<file path="src/rtl/mem_port_arbiter_pkg.sv">
// Shared definitions for the unified memory-port arbiter.
//   - arbiter FSM state codes
//   - access size encoding used by the lane aligner
//   - byte-enable constants (BE[3] = bits 31:24 = byte offset 0, big-endian)
//   - default word-address width of the memory port
package mem_port_arbiter_pkg;

  localparam int MEMADDR_WIDTH = 30;

  typedef enum logic [1:0] {
    ST_IDLE = 2'd0,
    ST_INST = 2'd1,
    ST_DATA = 2'd2
  } arb_state_e;

  typedef enum logic [1:0] {
    SZ_WORD = 2'd0,
    SZ_HALF = 2'd1,
    SZ_BYTE = 2'd2
  } acc_size_e;

  localparam logic [3:0] BE_WORD    = 4'b1111;
  localparam logic [3:0] BE_HALF_HI = 4'b1100;
  localparam logic [3:0] BE_HALF_LO = 4'b0011;
  localparam logic [3:0] BE_BYTE0   = 4'b1000;

  // Byte wins over half if both strobes are set; neither means word.
  function automatic acc_size_e size_of(input logic is_byte, input logic is_half);
    if (is_byte) return SZ_BYTE;
    if (is_half) return SZ_HALF;
    return SZ_WORD;
  endfunction

endpackage

</file>
<file path="src/rtl/mem_port_arbiter_if.sv">
// Memory-side Req/Ack bus of the arbiter.
//   master (arbiter): drives Mem_Req, Mem_Wr, Mem_Addr (word address),
//                     Mem_BE, Mem_WData; receives Mem_RData, Mem_Ack.
//   slave  (memory) : the mirror image.
// Mem_Ack is a single-cycle pulse; Mem_RData is valid in that cycle.
interface mem_port_arbiter_if #(
  parameter int ADDR_WIDTH = 30
);
  logic                  Mem_Req;
  logic                  Mem_Wr;
  logic [ADDR_WIDTH-1:0] Mem_Addr;
  logic [3:0]            Mem_BE;
  logic [31:0]           Mem_WData;
  logic [31:0]           Mem_RData;
  logic                  Mem_Ack;

  modport master (
    output Mem_Req, Mem_Wr, Mem_Addr, Mem_BE, Mem_WData,
    input  Mem_RData, Mem_Ack
  );

  modport slave (
    input  Mem_Req, Mem_Wr, Mem_Addr, Mem_BE, Mem_WData,
    output Mem_RData, Mem_Ack
  );
endinterface

</file>
<file path="src/rtl/mem_port_arbiter_lane_align.sv">
// mem_lane_align: purely combinational big-endian lane logic.
//   size, offset    : access size and byte offset within the word
//   sign_ext        : sign-extend (1) or zero-extend (0) sub-word loads
//   store_data      : store value, right-justified
//   load_word       : raw 32-bit word from memory
//   be              : byte enables (BE[3] = byte offset 0)
//   store_lanes     : store value replicated across all lanes
//   load_data       : selected and extended load value
module mem_lane_align
  import mem_port_arbiter_pkg::*;
(
  input  acc_size_e   size,
  input  logic [1:0]  offset,
  input  logic        sign_ext,
  input  logic [31:0] store_data,
  input  logic [31:0] load_word,
  output logic [3:0]  be,
  output logic [31:0] store_lanes,
  output logic [31:0] load_data
);

  logic [7:0]  byte_v;
  logic [15:0] half_v;

  // Big-endian: offset 0 is the most significant byte.
  always_comb begin
    byte_v = load_word[31:24];
    case (offset)
      2'd1:    byte_v = load_word[23:16];
      2'd2:    byte_v = load_word[15:8];
      2'd3:    byte_v = load_word[7:0];
      default: byte_v = load_word[31:24];
    endcase
  end

  assign half_v = offset[1] ? load_word[15:0] : load_word[31:16];

  always_comb begin
    be          = BE_WORD;
    store_lanes = store_data;
    load_data   = load_word;
    case (size)
      SZ_HALF: begin
        be          = offset[1] ? BE_HALF_LO : BE_HALF_HI;
        store_lanes = {2{store_data[15:0]}};
        load_data   = {{16{sign_ext & half_v[15]}}, half_v};
      end
      SZ_BYTE: begin
        be          = BE_BYTE0 >> offset;
        store_lanes = {4{store_data[7:0]}};
        load_data   = {{24{sign_ext & byte_v[7]}}, byte_v};
      end
      default: ;
    endcase
  end

endmodule

</file>
<file path="src/rtl/mem_port_arbiter.sv">
// mem_port_arbiter: shares one 32-bit big-endian memory port between
// instruction fetch (IF) and the data memory stage (M).
//   clock, reset_n      : rising-edge clock, async active-low reset
//   Advance             : pipeline advances; clears both Done flags
//   IF_Req/IF_Addr      : fetch request and byte address
//   IF_Inst/IF_Stall    : registered instruction, fetch stall
//   M_Read/M_Write      : load/store request (both high = store)
//   M_Byte/M_Half/M_SignExt, M_Addr, M_WData : data access description
//   M_RData/M_Stall     : registered extended load result, data stall
//   M_Unaligned         : combinational misalignment flag
//   mem                 : memory Req/Ack bus (master side)
module mem_port_arbiter
  import mem_port_arbiter_pkg::*;
#(
  parameter int ADDR_WIDTH = MEMADDR_WIDTH,
  parameter bit DATA_FIRST = 1'b1
) (
  input  logic        clock,
  input  logic        reset_n,
  input  logic        Advance,
  input  logic        IF_Req,
  input  logic [31:0] IF_Addr,
  output logic [31:0] IF_Inst,
  output logic        IF_Stall,
  input  logic        M_Read,
  input  logic        M_Write,
  input  logic        M_Byte,
  input  logic        M_Half,
  input  logic        M_SignExt,
  input  logic [31:0] M_Addr,
  input  logic [31:0] M_WData,
  output logic [31:0] M_RData,
  output logic        M_Stall,
  output logic        M_Unaligned,
  mem_port_arbiter_if.master mem
);

  arb_state_e state_reg;
  logic       if_done_reg;
  logic       m_done_reg;
  acc_size_e  size_reg;
  logic [1:0] off_reg;
  logic       sext_reg;

  acc_size_e  m_size;
  acc_size_e  size_sel;
  logic [1:0] off_sel;
  logic       pend_d, pend_i, pick_d, pick_i;
  logic [3:0] la_be;
  logic [31:0] la_wdata, la_rdata;
  logic       unused_addr_bits;

  assign unused_addr_bits = ^IF_Addr[1:0];

  assign m_size      = size_of(M_Byte, M_Half);
  assign M_Unaligned = ((m_size == SZ_HALF) && M_Addr[0]) ||
                       ((m_size == SZ_WORD) && (M_Addr[1:0] != 2'b00));

  assign pend_d = (M_Read | M_Write) & ~m_done_reg & ~M_Unaligned;
  assign pend_i = IF_Req & ~if_done_reg;
  assign pick_d = pend_d & (DATA_FIRST | ~pend_i);
  assign pick_i = pend_i & ~pick_d;

  assign IF_Stall = IF_Req & ~if_done_reg;
  assign M_Stall  = (M_Read | M_Write) & ~m_done_reg & ~M_Unaligned;

  // One aligner serves both paths: while idle it sees the live request
  // (BE / lane replication for issue); while busy it sees the size and
  // offset latched at issue (load extraction at capture).
  assign size_sel = (state_reg == ST_IDLE) ? m_size : size_reg;
  assign off_sel  = (state_reg == ST_IDLE) ? M_Addr[1:0] : off_reg;

  mem_lane_align u_align (
    .size        (size_sel),
    .offset      (off_sel),
    .sign_ext    (sext_reg),
    .store_data  (M_WData),
    .load_word   (mem.Mem_RData),
    .be          (la_be),
    .store_lanes (la_wdata),
    .load_data   (la_rdata)
  );

  always_ff @(posedge clock or negedge reset_n) begin
    if (!reset_n) begin
      state_reg     <= ST_IDLE;
      if_done_reg   <= 1'b0;
      m_done_reg    <= 1'b0;
      size_reg      <= SZ_WORD;
      off_reg       <= 2'b00;
      sext_reg      <= 1'b0;
      IF_Inst       <= '0;
      M_RData       <= '0;
      mem.Mem_Req   <= 1'b0;
      mem.Mem_Wr    <= 1'b0;
      mem.Mem_Addr  <= '0;
      mem.Mem_BE    <= '0;
      mem.Mem_WData <= '0;
    end else begin
      // A Done set can only happen on an ack (never in IDLE), so letting
      // the set win gives Advance priority exactly when the FSM is idle.
      if (state_reg == ST_INST && mem.Mem_Ack) if_done_reg <= 1'b1;
      else if (Advance)                        if_done_reg <= 1'b0;
      if (state_reg == ST_DATA && mem.Mem_Ack) m_done_reg <= 1'b1;
      else if (Advance)                        m_done_reg <= 1'b0;

      case (state_reg)
        ST_IDLE: begin
          if (pick_d) begin
            mem.Mem_Req   <= 1'b1;
            mem.Mem_Wr    <= M_Write;
            mem.Mem_Addr  <= M_Addr[ADDR_WIDTH+1:2];
            mem.Mem_BE    <= la_be;
            mem.Mem_WData <= la_wdata;
            size_reg      <= m_size;
            off_reg       <= M_Addr[1:0];
            sext_reg      <= M_SignExt;
            state_reg     <= ST_DATA;
          end else if (pick_i) begin
            mem.Mem_Req   <= 1'b1;
            mem.Mem_Wr    <= 1'b0;
            mem.Mem_Addr  <= IF_Addr[ADDR_WIDTH+1:2];
            mem.Mem_BE    <= BE_WORD;
            state_reg     <= ST_INST;
          end
        end
        ST_INST: begin
          if (mem.Mem_Ack) begin
            mem.Mem_Req <= 1'b0;
            IF_Inst     <= mem.Mem_RData;
            state_reg   <= ST_IDLE;
          end
        end
        ST_DATA: begin
          if (mem.Mem_Ack) begin
            mem.Mem_Req <= 1'b0;
            mem.Mem_Wr  <= 1'b0;
            if (!mem.Mem_Wr) M_RData <= la_rdata;
            state_reg   <= ST_IDLE;
          end
        end
        default: state_reg <= ST_IDLE;
      endcase
    end
  end

endmodule
</file>
<file path="src/flat_wrapper.sv">
// flat-port wrapper written by rule: the top's interface ports become plain ports
module mem_port_arbiter_flat import mem_port_arbiter_pkg::*;
#(
  parameter int ADDR_WIDTH = MEMADDR_WIDTH,
  parameter bit DATA_FIRST = 1'b1
)
  (clock, reset_n, Advance, IF_Req, IF_Addr, IF_Inst, IF_Stall, M_Read, M_Write, M_Byte, M_Half, M_SignExt, M_Addr, M_WData, M_RData, M_Stall, M_Unaligned, mem_Mem_Req, mem_Mem_Wr, mem_Mem_Addr, mem_Mem_BE, mem_Mem_WData, mem_Mem_RData, mem_Mem_Ack);
  mem_port_arbiter_if #(.ADDR_WIDTH(ADDR_WIDTH)) mem_i ();
  input  logic clock;
  input  logic reset_n;
  input  logic Advance;
  input  logic IF_Req;
  input  logic [31:0] IF_Addr;
  output logic [31:0] IF_Inst;
  output logic IF_Stall;
  input  logic M_Read;
  input  logic M_Write;
  input  logic M_Byte;
  input  logic M_Half;
  input  logic M_SignExt;
  input  logic [31:0] M_Addr;
  input  logic [31:0] M_WData;
  output logic [31:0] M_RData;
  output logic M_Stall;
  output logic M_Unaligned;
  output wire logic [$bits(mem_i.Mem_Req)-1:0] mem_Mem_Req;
  output wire logic [$bits(mem_i.Mem_Wr)-1:0] mem_Mem_Wr;
  output wire logic [$bits(mem_i.Mem_Addr)-1:0] mem_Mem_Addr;
  output wire logic [$bits(mem_i.Mem_BE)-1:0] mem_Mem_BE;
  output wire logic [$bits(mem_i.Mem_WData)-1:0] mem_Mem_WData;
  input wire logic [$bits(mem_i.Mem_RData)-1:0] mem_Mem_RData;
  input wire logic [$bits(mem_i.Mem_Ack)-1:0] mem_Mem_Ack;
  assign mem_Mem_Req = mem_i.Mem_Req;
  assign mem_Mem_Wr = mem_i.Mem_Wr;
  assign mem_Mem_Addr = mem_i.Mem_Addr;
  assign mem_Mem_BE = mem_i.Mem_BE;
  assign mem_Mem_WData = mem_i.Mem_WData;
  assign mem_i.Mem_RData = mem_Mem_RData;
  assign mem_i.Mem_Ack = mem_Mem_Ack;
  mem_port_arbiter #(.ADDR_WIDTH(ADDR_WIDTH), .DATA_FIRST(DATA_FIRST)) u_core (.clock(clock), .reset_n(reset_n), .Advance(Advance), .IF_Req(IF_Req), .IF_Addr(IF_Addr), .IF_Inst(IF_Inst), .IF_Stall(IF_Stall), .M_Read(M_Read), .M_Write(M_Write), .M_Byte(M_Byte), .M_Half(M_Half), .M_SignExt(M_SignExt), .M_Addr(M_Addr), .M_WData(M_WData), .M_RData(M_RData), .M_Stall(M_Stall), .M_Unaligned(M_Unaligned), .mem(mem_i));
endmodule
</file>
<file path="config.mk">
export PLATFORM = sky130hd
export DESIGN_NAME = mem_port_arbiter_flat
export DESIGN_NICKNAME = d
export VERILOG_FILES = /design/src/rtl/mem_port_arbiter_pkg.sv /design/src/rtl/mem_port_arbiter_if.sv /design/src/rtl/mem_port_arbiter_lane_align.sv /design/src/rtl/mem_port_arbiter.sv /design/src/flat_wrapper.sv
export SDC_FILE = /design/constraint.sdc
export NUM_CORES = 1
export LEC_CHECK = 0
export CORE_MARGIN = 2
export CORE_UTILIZATION = 40
export CTS_CLUSTER_DIAMETER = 80
export DETAILED_ROUTE_END_ITERATION = 10
export GPL_TIMING_DRIVEN = 0
export PLACE_DENSITY_LB_ADDON = 0.2
export SLEW_MARGIN = 20
export SYNTH_ARGS = -nofsm -noshare
export SYNTH_HDL_FRONTEND = slang
export SYNTH_SLANG_ARGS = --single-unit
</file>
<file path="constraint.sdc">
create_clock -name clock -period 3.4 [get_ports clock]
set_clock_uncertainty 0.1 [all_clocks]
set_input_delay 0.68 -clock clock [delete_from_list [all_inputs] [get_ports clock]]
set_output_delay 0.68 -clock clock [all_outputs]
set_load 0.005 [all_outputs]
</file>
* Word-level counts from Yosys, hierarchy flattened
Index checks and enable logic that the tools add are counted.
** Storage, ports and cells
- Flip-flop bits (word level) :: 141
- Input port bits :: 138
- Output and inout port bits :: 135
- Word-level logic and storage cells :: 91
** Operators by class
- Equal/unequal tests :: 11
- Shift-type cells :: 1
- Mux-type cells :: 33
- Bitwise operators :: 12
- Reduce and logical (&&, ||, !) cells :: 21
** Operators by type and width (count)
- $pmux W32 S2 :: 2
- $mux W30 :: 2
- $pmux W8 S3 :: 1
- $mux W2 :: 9
- $mux W16 :: 1
- $mux W4 :: 3
- $reduce_bool A2 Y1 :: 6
- $mux W1 :: 11
- $reduce_and A3 Y1 :: 3
- $eq A2 B1 Y1 const B :: 4
- $eq A2 B2 Y1 const B :: 4
- $pmux W4 S2 :: 1
- $reduce_and A2 Y1 :: 4
- $and A1 B1 Y1 :: 6
- $not A1 Y1 :: 5
- $logic_and A1 B1 Y1 :: 4
- $logic_not A2 Y1 :: 2
- $pmux W1 S2 :: 2
- $pmux W2 S2 :: 1
- $shr A4 B2 Y4 const A :: 1
- $ne A3 B1 Y1 const B :: 1
- $ne A2 B1 Y1 const B :: 1
- $ne A2 B2 Y1 const B :: 1
- $reduce_or A2 Y1 :: 1
- other kinds (2) :: 2

* Depth between registers and ports, before layout
Gate-level depths: netlist (run 1).
- Depth in word-level cells :: 14
- Gate-level depth with buffers :: 14
- Gate-level depth less buffers :: 9

* By module
Synthesis (run 1) repeated with hierarchy kept, for this count alone.
** Second synthesis, totals
- Cell total of the unflattened synthesis :: 647
- Area, all modules :: 7113.1 µm²
** By module, submodules not included
- mem_port_arbiter :: times used 1, cells each 450, area an instance 5920.7 µm², seq. area each 3528.4 µm²
- mem_lane_align :: times used 1, cells each 197, area an instance 1192.4 µm², seq. area each 0.0 µm²

* Worst setup path before layout (run 1)
OpenSTA, ideal clock, no wires.
- Path kind :: register -> register
- Start :: register u_core.state_reg[1]
- End :: register u_core.M_RData[12]
- Setup time :: 0.138 ns
- Data arrival time :: 2.967 ns
- Required time :: 3.162 ns
- Path slack :: 0.195 ns
- Stages on the path, launching flop included :: 12
- Cells stage by stage :: dfrtp_1 > inv_1 > ha_1 > buf_4 > clkbuf_1 > buf_2 > mux2_2 > ha_1 > clkbuf_1 > nor3_1 > clkbuf_1 > a31oi_1
** Between the ends
- Longest elaborated chain between the ends :: 6
** Ends and longest elaborated chain
- from (decl) :: line mem_port_arbiter.sv:38 : arb_state_e state_reg;
- from (signal assigned) :: line mem_port_arbiter.sv:86 : state_reg <= ST_IDLE;
- from (signal assigned) :: line mem_port_arbiter.sv:118 : state_reg <= ST_DATA;
- from (signal assigned) :: line mem_port_arbiter.sv:124 : state_reg <= ST_INST;
- $logic_not A2 Y1 :: line mem_port_arbiter.sv:70, mem_port_arbiter.sv:71
- $mux W2 :: line mem_port_arbiter.sv:71 : assign off_sel = (state_reg == ST_IDLE) ? M_Addr[1:0] : off_reg;
- $eq A2 B2 Y1 / $eq A2 B1 Y1 (equally long branches) :: line mem_port_arbiter_lane_align.sv:28 : case (offset)
- $pmux W8 S3 :: line mem_port_arbiter_lane_align.sv:28
- $and A1 B1 Y1 :: line mem_port_arbiter_lane_align.sv:51 : load_data = {{24{sign_ext & byte_v[7]}}, byte_v};
- $pmux W32 S2 :: line mem_port_arbiter_lane_align.sv:42 : case (size)
- to (signal assigned) :: line mem_port_arbiter.sv:138 : if (!mem.Mem_Wr) M_RData <= la_rdata;
- to (decl) :: line mem_port_arbiter.sv:32 : output logic [31:0] M_RData,
Several ways; a longest one is shown, not always the timed one.
A chain may end at the register's enable or synchronous reset.

* Worst setup path in the final report (run 1)
- Start :: input M_Addr[1]
- End :: output M_Stall
** Between the ends
- Longest elaborated chain between the ends :: 5
** Ends and longest elaborated chain
- from (decl) :: line flat_wrapper.sv:21 : input logic [31:0] M_Addr;
- $reduce_bool A2 Y1 :: line mem_port_arbiter.sv:57 : ((m_size == SZ_WORD) && (M_Addr[1:0] != 2'b00));
- $logic_and A1 B1 Y1 :: line mem_port_arbiter.sv:57
- $logic_or A1 B1 Y1 :: line mem_port_arbiter.sv:56 : assign M_Unaligned = ((m_size == SZ_HALF) && M_Addr[0]) ||
- $not A1 Y1 :: line mem_port_arbiter.sv:65 : assign M_Stall = (M_Read | M_Write) & ~m_done_reg & ~M_Unaligned;
- $and A1 B1 Y1 :: line mem_port_arbiter.sv:65
- to (decl) :: line flat_wrapper.sv:24 : output logic M_Stall;
Every way passes these cells.

==> results of run 1 <==
[worst reg2reg max path: stages, from the launching register on]
cell	delay, ps
dfrtp_1	410
inv_1	110
ha_1	240
buf_4	320
mux2_2	400
ha_2	260
clkbuf_2	240
nor3_4	360
clkbuf_4	310
a31oi_1	120
[worst max path at each step]
stage | from | end | slack (ps) | depth (start not counted)
2_1_floorplan | u_core.state_reg[1] | u_core.M_RData[12] | 190 | 11
3_3_place_gp | reset_n | u_core.mem.Mem_WData[4] | -4390 | 1
3_5_place_dp | u_core.state_reg[1] | u_core.M_RData[12] | -940 | 11
4_1_cts | u_core.state_reg[1] | u_core.M_RData[12] | 40 | 10
5_1_grt | M_Addr[1] | M_Stall | 20 | 6
6_report | M_Addr[1] | M_Stall | 160 | 6
[per-stage QoR]
step	setup slack (ps)	TNS (ps)
after floorplan	195	0
after global placement	-4390	-642190
after detailed placement	-943	-25710
after CTS	36.7	0
after global routing	18.2	0
final	158	0
[logic make-up after synthesis]
group	share of synthesized area, %
compound gates	20.7
simple gates	11.9
flops	52.1
buf+inv	3.93
mux	10.4
fa+ha+maj	1.11
[layer usage]
layer	wire (microns)	up-vias	track usage [%]
met5	0	-	0
li1	-	2955	-
met1	10100	3149	35.9
met3	1790	33	6.05
met2	11000	277	41.8
met4	430	0	7.72
[repair_timing]
| item | CTS | global route |
|---|---|---|
| setup buffers | 0 | 1 |
| setup endpoints to repair | 60 | 51 |
| resized for setup | 10 | 12 |
| pin swaps | 0 | 1 |
| cloned | 0 | 0 |
[area by class of cell]
cell class | instances | area [sq um]
fill | 1442 | 6140
sequential | 141 | 3530
multi-input combinational | 434 | 3010
clock buffer | 18 | 429
inverter | 16 | 60.1
clock inverter | 14 | 193
tap | 220 | 275
buffer | 44 | 201
timing repair buffer | 272 | 2740
[power groups by stage]
| stage | registers (mW) | logic, mW | clock network, mW |
|---|---|---|---|
| 2_1_floorplan | 2.98 | 2.31 | 0 |
| 3_3_place_gp | 2.93 | 4.89 | 0 |
| 3_5_place_dp | 2.96 | 4.94 | 0 |
| 4_1_cts | 2.95 | 5.00 | 2.01 |
| 5_1_grt | 3.05 | 5.46 | 2.08 |
| 6_report | 2.95 | 4.99 | 1.97 |
[layout by cell type, fill, tap and decap left out, types with 3 or more instances in the layout]
cell type and instances:
ha_1 5, nand2_1 64, and3_1 30, a22o_1 7, nand3b_1 16, mux2i_1 4, clkdlybuf4s50_1 269, inv_1 14
a21oi_1 13, a31oi_1 32, o21bai_1 8, clkbuf_1 25, o21ai_0 60, nor2b_1 5, clkbuf_16 17, clkinvlp_4 3
nand3_1 3, a221o_1 30, nor2_1 33, o32a_1 4, dfrtp_1 141, bufinv_16 4, clkbuf_2 8, a22oi_1 25
buf_2 9, clkinv_2 3, mux2_2 59, nor3_1 3, o221ai_1 7
==> results.tsv, run 1 <==
stage	metric	value	unit
synthesis	Seq/Total Area, Yosys	52.1	%
synthesis	Cells after Synth	640	
place	Final HPWL DP	17200	microns
place	Port Buffers	270	
critical_path	Buf+Inv Stages, Crit Path	3	
grt	largest net degree at the start of global routing	74	
grt	gr ovfl total	0	
route	drt total wl	23300	microns
status	outcome	finished clean	
worst_hold_path	Worst Hold Class	in -> async	
grt	number of antenna violations at the first check in global routing	0	
layout	top flop regs	u_core.IF_Inst (32), u_core.M_RData (32), u_core.mem.Mem_WData (32)	
route	first-pass iteration count of the detailed router	5	
timing	Relative slew margins	53.3	%
pwr	Max IR drop VDD	0.503	mV
flow_run	max-cap violation count	0	
critical_path	Reg2Reg Depth	9	
floorplanning	Initial Util	40.9	%
clock_tree	Worst-path clk slew	60	ps
floorplanning	Die Ht	134	microns
timing	final period demand of the worst path	3240	ps
pwr	Pwr Total	9.92	mW
timing	FMAX	0.308	GHz
critical_path	Worst R2R Start	u_core.state_reg[1]	
synthesis	Netlist cell types	45	
synthesis	EDFF count, synth	0	
layout	# nets final	1070	
clock_tree	CTS Buf Count	17	
critical_path	CP max FO	6	
route	Via density	5.53	
synthesis	Post-synth top cells	dfrtp_1, nand2_1, o21ai_0	
synthesis	top-count cell post-synth	dfrtp_1	
timing	Final Hold Fails	0	
critical_path	Critical Path Source Type	input port	
pwr	P_sw	3.54	mW
place	DP Area	9790	sq um
synthesis	Synth top area share	52.1	%
layout	Final Util	63.0	%
synthesis	async set or reset register ratio after synthesis	100	%
clock_tree	worst-case clock buffer depth	2	
timing	unrepaired setup endpoints after global routing	false	
grt	Global Route Usage Sum	26.2	%
layout	Syn-to-layout area delta	54.0	%
layout	# diodes	0	
route	DRT iter0 DRCs	568	
synthesis	post-synth top area cell	dfrtp_1	
critical_path	Worst path slowest cell	clkdlybuf4s50_1	
grt	vias in the first global route	6469	
layout	Final Non-Filler Cells	1159	
clock_tree	worst skew pair latency	420	ps
critical_path	crit path kind	in -> out	
critical_path	cells along the critical path	clkdlybuf4s50_1 -> nor2b_1 -> o21bai_2 -> nand2_1 -> inv_2 -> clkdlybuf4s50_1	
synthesis	Synth area leaders	dfrtp_1, mux2_2, a221o_1, o21ai_0, nand2_1	
synthesis	synth warn	0	
layout	share of cells above drive strength 1	13.1	%
pwr	Int Power	6.37	mW
floorplanning	CORE AREA	16600	sq um
synthesis	Mean Syn Cell Area	10.6	sq um
clock_tree	CTS Sinks	141	
critical_path	Data required, critical path	2620	ps
route	Via Count	6414	
timing	WHS	109	ps
critical_path	family with the most delay on the worst path	buffers and inverters	
floorplanning	Top-Level Pins	273	
clock_tree	H-tree depth	4	
route	post-route ant nets	0	
synthesis	Post-synth top flop	dfrtp_1	
synthesis	Seq cells post-synth	141	
pwr	Combinational Power Share	50.4	%
critical_path	Worst Setup End Kind	output pin	
route	Post-route DRC	0	
layout	final instance area	10400	sq um
place	routability cong.	0.855	
critical_path	WP data arrival	2460	ps
pwr	Clk pwr share	19.9	%
timing	endpoints failing setup	0	
pwr	Sequential Power Share	29.7	%
pwr	Pleak	4.36	nW
timing	fin. max-slew vios	0	
route	Routed WL per cell	20.1	microns
timing	period utilization	95.3	%
clock_tree	CTS tree	built	
critical_path	crit-path max cell delay	530	ps
place	Post-Place Cells	1131	
pwr	Power Dens Cells	950	nW/um^2
synthesis	Syn Nets	784	
floorplanning	full die area	18000	sq um
floorplanning	Row Count	47	
synthesis	mapped cell area	6780	sq um
critical_path	r2r setup slk	390	ps
grt	first-pass GRT wire length	36900	microns
floorplanning	die width	134	microns
clock_tree	Clock Tree Root	clkbuf_16	
pwr	sw frac	35.7	%
critical_path	CP dominant cell by count	clkdlybuf4s50_1	
critical_path	Reg-to-Reg End	u_core.M_RData[12]	
timing	Tightest Pin Transition	698	ps
clock_tree	CTS hold repair buffers	0	
(Power assumes the default switching activity.)
==> inputs of run 2 (changes only) <==
--- a/config.mk
+++ b/config.mk
@@ -5,11 +5,13 @@
 export SDC_FILE = /design/constraint.sdc
 export NUM_CORES = 1
 export LEC_CHECK = 0
+export ABC_AREA = 1
 export CORE_MARGIN = 2
 export CORE_UTILIZATION = 40
 export CTS_CLUSTER_DIAMETER = 80
 export DETAILED_ROUTE_END_ITERATION = 10
 export GPL_TIMING_DRIVEN = 0
+export HOLD_SLACK_MARGIN = 0.08
 export PLACE_DENSITY_LB_ADDON = 0.2
 export SLEW_MARGIN = 20
 export SYNTH_ARGS = -nofsm -noshare
==> results.tsv, run 2 <==
stage	metric	value	unit	change
critical_path	WP data arrival	2500	ps	was 2460 ps
clock_tree	worst-case clock buffer depth	2		unchanged
pwr	Combinational Power Share	52.3	%	was 50.4%
clock_tree	CTS tree	built		unchanged
timing	period utilization	96.4	%	was 95.3%
layout	top flop regs	u_core.IF_Inst (32), u_core.M_RData (32), u_core.mem.Mem_WData (32)		unchanged
route	DRT iter0 DRCs	600		was 568
pwr	Sequential Power Share	28.4	%	was 29.7%
clock_tree	Worst-path clk slew	60	ps	about the same
pwr	Int Power	6.24	mW	was 6.37 mW
grt	largest net degree at the start of global routing	74		unchanged
layout	Multi-input gate area	2860	sq um	was 3010 sq um
timing	final period demand of the worst path	3280	ps	was 3240 ps
clock_tree	worst skew pair latency	420	ps	about the same
place	Final HPWL DP	17500	microns	was 17,200 microns
critical_path	Reg2Reg Depth	13		was 9
place	worst slack, placed	115	ps	was -943 ps
place	routability cong.	0.917		was 0.855
route	first-pass iteration count of the detailed router	5		unchanged
layout	most common cell after layout, fill and taps aside	clkdlybuf4s50_1		unchanged
layout	Syn-to-layout area delta	52.9	%	was 54.0%
floorplanning	Top-Level Pins	273		unchanged
synthesis	Mean Syn Cell Area	8.20	sq um	was 10.6 sq um
route	Via density	5.13		was 5.53
clock_tree	Clock Tree Root	clkbuf_16		unchanged
route	Via Count	6974		was 6,414
floorplanning	Row Count	47		unchanged
layout	commonest non-fill, non-tap cells in the layout	clkdlybuf4s50_1, nand2_1, dfrtp_1		was clkdlybuf4s50_1, dfrtp_1, nand2_1
floorplanning	Die Ht	135	microns	was 134 microns
layout	share of cells above drive strength 1	7.37	%	was 13.1%
route	post-route ant nets	0		unchanged
clock_tree	CTS hold repair buffers	0		unchanged
critical_path	Worst R2R Start	u_core.state_reg[0]		was u_core.state_reg[1]
route	Routed WL per cell	17.6	microns	was 20.1 microns
critical_path	Setup crit end	M_Stall		unchanged
synthesis	mapped cell area	6870	sq um	was 6780 sq um
grt	gr ovfl total	0		unchanged
grt	number of antenna violations at the first check in global routing	0		unchanged
flow_run	max-cap violation count	0		unchanged
grt	Global Route Usage Sum	26.1	%	was 26.2%
floorplanning	Initial Util	41.1	%	was 40.9%
synthesis	post-synth top area cell	dfrtp_1		unchanged
timing	Worst Slack Setup Final	122	ps	was 158 ps
floorplanning	CORE AREA	16700	sq um	was 16,600 sq um
timing	Final Hold Fails	0		unchanged
synthesis	Syn Nets	981		was 784
critical_path	Worst Setup End Kind	output pin		unchanged
floorplanning	full die area	18200	sq um	was 18,000 sq um
grt	vias in the first global route	6834		was 6,469
timing	Tightest Pin Transition	631	ps	was 698 ps
clock_tree	CTS Sinks	141		unchanged
critical_path	crit path kind	in -> out		unchanged
clock_tree	CTS Buf Count	17		unchanged
synthesis	synth warn	0		unchanged
clock_tree	cts repair resizes	0		was 10
place	Port Buffers	270		unchanged
synthesis	top-count cell post-synth	nand2_1		was dfrtp_1
layout	# nets final	1271		was 1,070
synthesis	EDFF count, synth	0		unchanged
synthesis	Post-synth top cells	nand2_1, dfrtp_1, o21ai_0		was dfrtp_1, nand2_1, o21ai_0
pwr	sw frac	39.6	%	was 35.7%
pwr	Pleak	4.71	nW	was 4.36 nW
route	drt total wl	23900	microns	was 23,300 microns
status	outcome	finished clean		unchanged
synthesis	Post-synth top flop	dfrtp_1		unchanged
pwr	P_sw	4.09	mW	was 3.54 mW
critical_path	CP max FO	10		was 6
timing	endpoints failing setup	0		unchanged
timing	unrepaired setup endpoints after global routing	false		unchanged
synthesis	Seq cells post-synth	141		unchanged
route	Post-route DRC	0		unchanged
critical_path	Critical Path Source Type	input port		unchanged
critical_path	r2r setup slk	530	ps	was 390 ps
critical_path	Data required, critical path	2620	ps	about the same
synthesis	Synth area leaders	dfrtp_1, nand2_1, o21ai_0, nor2_1, nand3_1		was dfrtp_1, mux2_2, a221o_1, o21ai_0, nand2_1
pwr	Power Dens Cells	984	nW/um^2	was 950 nW/um^2
floorplanning	die width	135	microns	was 134 microns
layout	Seq. cell area	3530	sq um	unchanged
critical_path	critical path startpoint	M_Addr[1]		unchanged
worst_hold_path	Worst Hold Class	in -> async		unchanged
layout	Final Util	62.9	%	was 63.0%
synthesis	Netlist cell types	29		was 45
pwr	Clk pwr share	19.2	%	was 19.9%
pwr	Max IR drop VDD	0.460	mV	was 0.503 mV
layout	FILL cells	1485		was 1,442
clock_tree	H-tree depth	4		unchanged
timing	fin. max-slew vios	0		unchanged
layout	# diodes	0		unchanged
timing	Relative slew margins	57.8	%	was 53.3%
synthesis	Synth top area share	51.4	%	was 52.1%
critical_path	Reg-to-Reg End	u_core.M_RData[9]		was u_core.M_RData[12]
grt	first-pass GRT wire length	36900	microns	about the same
clock_tree	setup repair bufs after CTS	0		unchanged
synthesis	async set or reset register ratio after synthesis	100	%	unchanged
synthesis	Cells after Synth	837		was 640
timing	FMAX	0.305	GHz	was 0.308 GHz
synthesis	Seq/Total Area, Yosys	51.4	%	was 52.1%
[run 2: worst min-delay path by stage]
stage	from	to	slack, ps
floorplan	reset_n	u_core.IF_Inst[0]	280
global placement	u_core.size_reg[0]	u_core.size_reg[0]	360
detailed placement	u_core.M_RData[0]	u_core.M_RData[0]	360
CTS	reset_n	u_core.mem.Mem_Addr[26]	130
global route	reset_n	u_core.mem.Mem_Addr[26]	150
finish	reset_n	u_core.mem.Mem_Addr[26]	120
[run 2: power groups by stage]
stage	clock, mW	combinational, mW	sequential, mW
after floorplan	0	2.68	2.96
after global placement	0	5.32	2.93
after detailed placement	0	5.39	2.95
after CTS	2.01	5.42	2.94
after global routing	2.09	5.97	3.02
final	1.99	5.41	2.94
[run 2: routing by layer]
metal / vias up / GRT usage, % / wire length [microns]
li1: 3334 / - / -
met1: 3280 / 35.2 / 10300
met2: 323 / 41.1 / 10900
met3: 37 / 7.77 / 2270
met4: 0 / 7.23 / 417
met5: - / 0 / 0
[run 2: critical path, cell delays in order]
cell	delay (ps)
clkdlybuf4s50_1	440
inv_1	110
o21ai_1	60
nand2_1	110
nand2_2	150
inv_2	150
buf_2	250
clkdlybuf4s50_1	540
[run 2: kinds of logic (layout without fill, tap and decap cells)]
group | Yosys count | after routing | share of synthesized area (%)
AOI/OAI and AO/OA | 209 | 209 | 18.8
adders and majority gates | 6 | 6 | 1.09
buffers and inverters | 113 | 416 | 6.92
and+or+nand+nor | 367 | 367 | 21.7
muxes | 1 | 1 | 0.164
DFF | 141 | 141 | 51.4
[run 2: area by class of cell]
type / instances / share of cell area (%)
tap: 220 / 2.62
sequential: 141 / 33.6
clock buffer: 19 / 4.12
timing repair buffer: 271 / 26.0
multi-input combinational: 583 / 27.3
clock inverter: 13 / 1.81
inverter: 65 / 2.32
buffer: 48 / 2.20
[run 2: per-stage QoR]
stage                     instances  power (mW)  instance area (sq um)  TNS, ps  hold WS (ps)
after floorplan                 837        5.65                   6870        0           284
after global placement         1327        8.26                   9840  -605930           364
after detailed placement       1328        8.34                   9880        0           365
after CTS                      1360        10.4                  10500        0           126
after global routing           1360        11.1                  10500        0           149
final                          1360        10.3                  10500        0           118
==> inputs of run 3 (changes only) <==
--- a/config.mk
+++ b/config.mk
@@ -5,9 +5,8 @@
 export SDC_FILE = /design/constraint.sdc
 export NUM_CORES = 1
 export LEC_CHECK = 0
-export ABC_AREA = 1
 export CORE_MARGIN = 2
-export CORE_UTILIZATION = 40
+export CORE_UTILIZATION = 25
 export CTS_CLUSTER_DIAMETER = 80
 export DETAILED_ROUTE_END_ITERATION = 10
 export GPL_TIMING_DRIVEN = 0
==> results.tsv, run 3 (same netlist as run 1, synthesis figures left out) <==
stage	metric	value	unit	change
grt	number of antenna violations at the first check in global routing	0		unchanged
critical_path	Data required, critical path	2620	ps	about the same
pwr	Clk pwr share	20.9	%	was 19.2%
critical_path	WP data arrival	2490	ps	was 2500 ps
grt	Global Route Usage Sum	18.5	%	was 26.1%
layout	top flop regs	u_core.IF_Inst (32), u_core.M_RData (32), u_core.mem.Mem_WData (32)		unchanged
worst_hold_path	Worst Hold Class	in -> async		unchanged
timing	unrepaired setup endpoints after global routing	false		unchanged
floorplanning	Initial Util	25.3	%	was 41.1%
layout	commonest non-fill, non-tap cells in the layout	clkdlybuf4s50_1, dfrtp_1, nand2_1		was clkdlybuf4s50_1, nand2_1, dfrtp_1
route	drt total wl	26800	microns	was 23,900 microns
floorplanning	die width	169	microns	was 135 microns
place	Port Buffers	270		unchanged
timing	endpoints failing setup	0		unchanged
place	Final HPWL DP	19400	microns	was 17,500 microns
clock_tree	Clock Tree Root	clkbuf_16		unchanged
pwr	Int Power	6.46	mW	was 6.24 mW
pwr	Max IR drop VDD	0.336	mV	was 0.460 mV
floorplanning	Row Count	60		was 47
layout	Syn-to-layout area delta	57.1	%	was 52.9%
flow_run	max-cap violation count	0		unchanged
pwr	Power Dens Cells	956	nW/um^2	was 984 nW/um^2
route	Via density	4.98		was 5.13
timing	Worst Slack Setup Final	128	ps	was 122 ps
route	Met1 Routed Length	12400	microns	was 10,300 microns
critical_path	cells along the critical path	clkdlybuf4s50_1 -> o21bai_2 -> nand2_1 -> inv_2 -> clkdlybuf4s50_1		was clkdlybuf4s50_1 -> inv_1 -> o21ai_1 -> nand2_1 -> nand2_2 -> inv_2 -> buf_2 -> clkdlybuf4s50_1
clock_tree	H-tree depth	4		unchanged
status	outcome	finished clean		unchanged
clock_tree	CTS tree	built		unchanged
floorplanning	CORE AREA	26800	sq um	was 16,700 sq um
route	uppermost layer routed	met4		unchanged
critical_path	CP dominant cell by count	clkdlybuf4s50_1		unchanged
critical_path	CP max FO	6		was 10
critical_path	Buf+Inv Stages, Crit Path	3		was 5
pwr	Combinational Power Share	50.1	%	was 52.3%
route	met2 WL post-DR	12500	microns	was 10,900 microns
clock_tree	CTS Sinks	141		unchanged
grt	vias in the first global route	6445		was 6,834
layout	share of cells above drive strength 1	13.5	%	was 7.37%
timing	final period demand of the worst path	3270	ps	was 3280 ps
place	routability cong.	0.803		was 0.917
layout	# diodes	0		unchanged
place	DP Area	9940	sq um	was 9880 sq um
floorplanning	Die Ht	169	microns	was 135 microns
clock_tree	Worst-path clk slew	60	ps	about the same
critical_path	Worst Setup End Kind	output pin		unchanged
layout	final instance area	10600	sq um	was 10,500 sq um
timing	fin. max-slew vios	0		unchanged
floorplanning	full die area	28400	sq um	was 18,200 sq um
timing	period utilization	96.2	%	was 96.4%
clock_tree	CTS Buf Count	17		unchanged
route	DRT iter0 DRCs	472		was 600
route	post-route ant nets	0		unchanged
pwr	Pwr Total	10.2	mW	was 10.3 mW
timing	WHS	75.8	ps	was 118 ps
route	Via Count	6381		was 6,974
floorplanning	Top-Level Pins	273		unchanged
timing	Tightest Pin Transition	809	ps	was 631 ps
layout	most common cell after layout, fill and taps aside	clkdlybuf4s50_1		unchanged
route	DR WL met3	1550	microns	was 2270 microns
grt	gr ovfl total	0		unchanged
pwr	Pleak	4.39	nW	was 4.71 nW
critical_path	crit path kind	in -> out		unchanged
timing	TNS Setup	0	ps	unchanged
pwr	P_sw	3.72	mW	was 4.09 mW
grt	first-pass GRT wire length	40400	microns	was 36,900 microns
place	worst slack, placed	-1120	ps	was 115 ps
route	Routed WL per cell	20.9	microns	was 17.6 microns
clock_tree	worst-case clock buffer depth	2		unchanged
layout	FILL cells	2652		was 1,485
critical_path	crit-path max cell delay	580	ps	was 540 ps
clock_tree	worst skew pair latency	420	ps	about the same
timing	FMAX	0.306	GHz	was 0.305 GHz
grt	largest net degree at the start of global routing	89		was 74
critical_path	Worst path slowest cell	clkdlybuf4s50_1		unchanged
timing	Final Hold Fails	0		unchanged
critical_path	family with the most delay on the worst path	buffers and inverters		unchanged
pwr	Sequential Power Share	29.0	%	was 28.4%
critical_path	Critical Path Source Type	input port		unchanged
timing	Relative slew margins	45.9	%	was 57.8%
pwr	sw frac	36.5	%	was 39.6%
route	Post-route DRC	0		unchanged
layout	# nets final	1072		was 1,271
route	first-pass iteration count of the detailed router	5		unchanged
[run 3: cell count changes in the layout (fill, tap and decap cells not counted), sizes merged, moves of 20 or more]
cell / delta
nand2: -178
mux2: +58
inv: -46
nand3: -44
nor2: -44
a21oi: -42
a221o: +30
and3: +30
o21ai: -24
a22oi: +20
[run 3: path summary, 6_finish.rpt]
check	from	endpoint	slack (ps)	cells after the start
min in group clock	u_core.mem.Mem_WData[31]	u_core.mem.Mem_WData[31]	380	2
max in group asynchronous	reset_n	u_core.M_RData[4]	2300	2
worst min register to register	u_core.mem.Mem_WData[31]	u_core.mem.Mem_WData[31]	380	2
worst max-delay path	M_Addr[0]	M_Stall	130	5
worst min-delay path	reset_n	u_core.mem.Mem_Addr[9]	80	1
worst max register to register	u_core.state_reg[1]	u_core.M_RData[13]	330	9
[run 3: worst register-to-register path: stages (launching register included)]
cell and delay (ps):
dfrtp_1 410, inv_1 110, ha_1 260, buf_4 350, mux2_2 400, ha_2 260
clkbuf_2 240, nor3_4 400, clkbuf_4 300, a31oi_1 110
[run 3: cell type report]
cell class / count / area (sq um) / share of cell area, %
buffer: 45 / 214 / 2.01
clock buffer: 19 / 453 / 4.25
clock inverter: 13 / 203 / 1.90
inverter: 16 / 60.1 / 0.564
multi-input combinational: 434 / 3010 / 28.3
sequential: 141 / 3530 / 33.1
tap: 341 / 427 / 4.01
timing repair buffer: 273 / 2750 / 25.8
[run 3: through the flow]
| stage | utilization, % | std cells |
|---|---|---|
| 5_1_grt | 39.7 | 1282 |
| 2_1_floorplan | - | 640 |
| 6_report | 39.7 | 1282 |
| 4_1_cts | 39.6 | 1281 |
| 3_3_place_gp | 37.0 | 1251 |
| 3_5_place_dp | 37.1 | 1252 |
[run 3: repair_timing]
action / in CTS / in global routing
setup endpoints to repair: 60 / 56
pin swaps: 1 / 2
endpoints found under the hold margin: 0 / 0
gates resized for setup: 14 / 15
setup buffers: 0 / 2
hold buffers: 0 / 0
[run 3: power groups by stage]
stage / clock, mW / combinational [mW] / sequential (mW)
after detailed placement: 0 / 5.06 / 2.98
after floorplan: 0 / 2.31 / 2.98
after CTS: 2.17 / 5.14 / 2.96
final: 2.13 / 5.10 / 2.96
after global routing: 2.26 / 5.57 / 3.06
after global placement: 0 / 5.04 / 2.96
[run 3: metal layers]
| metal | vias up | global-route usage (%) |
|---|---|---|
| met5 | - | 0 |
| met1 | 3170 | 26.0 |
| met4 | 0 | 4.05 |
| li1 | 2967 | - |
| met2 | 229 | 29.8 |
| met3 | 15 | 3.58 |
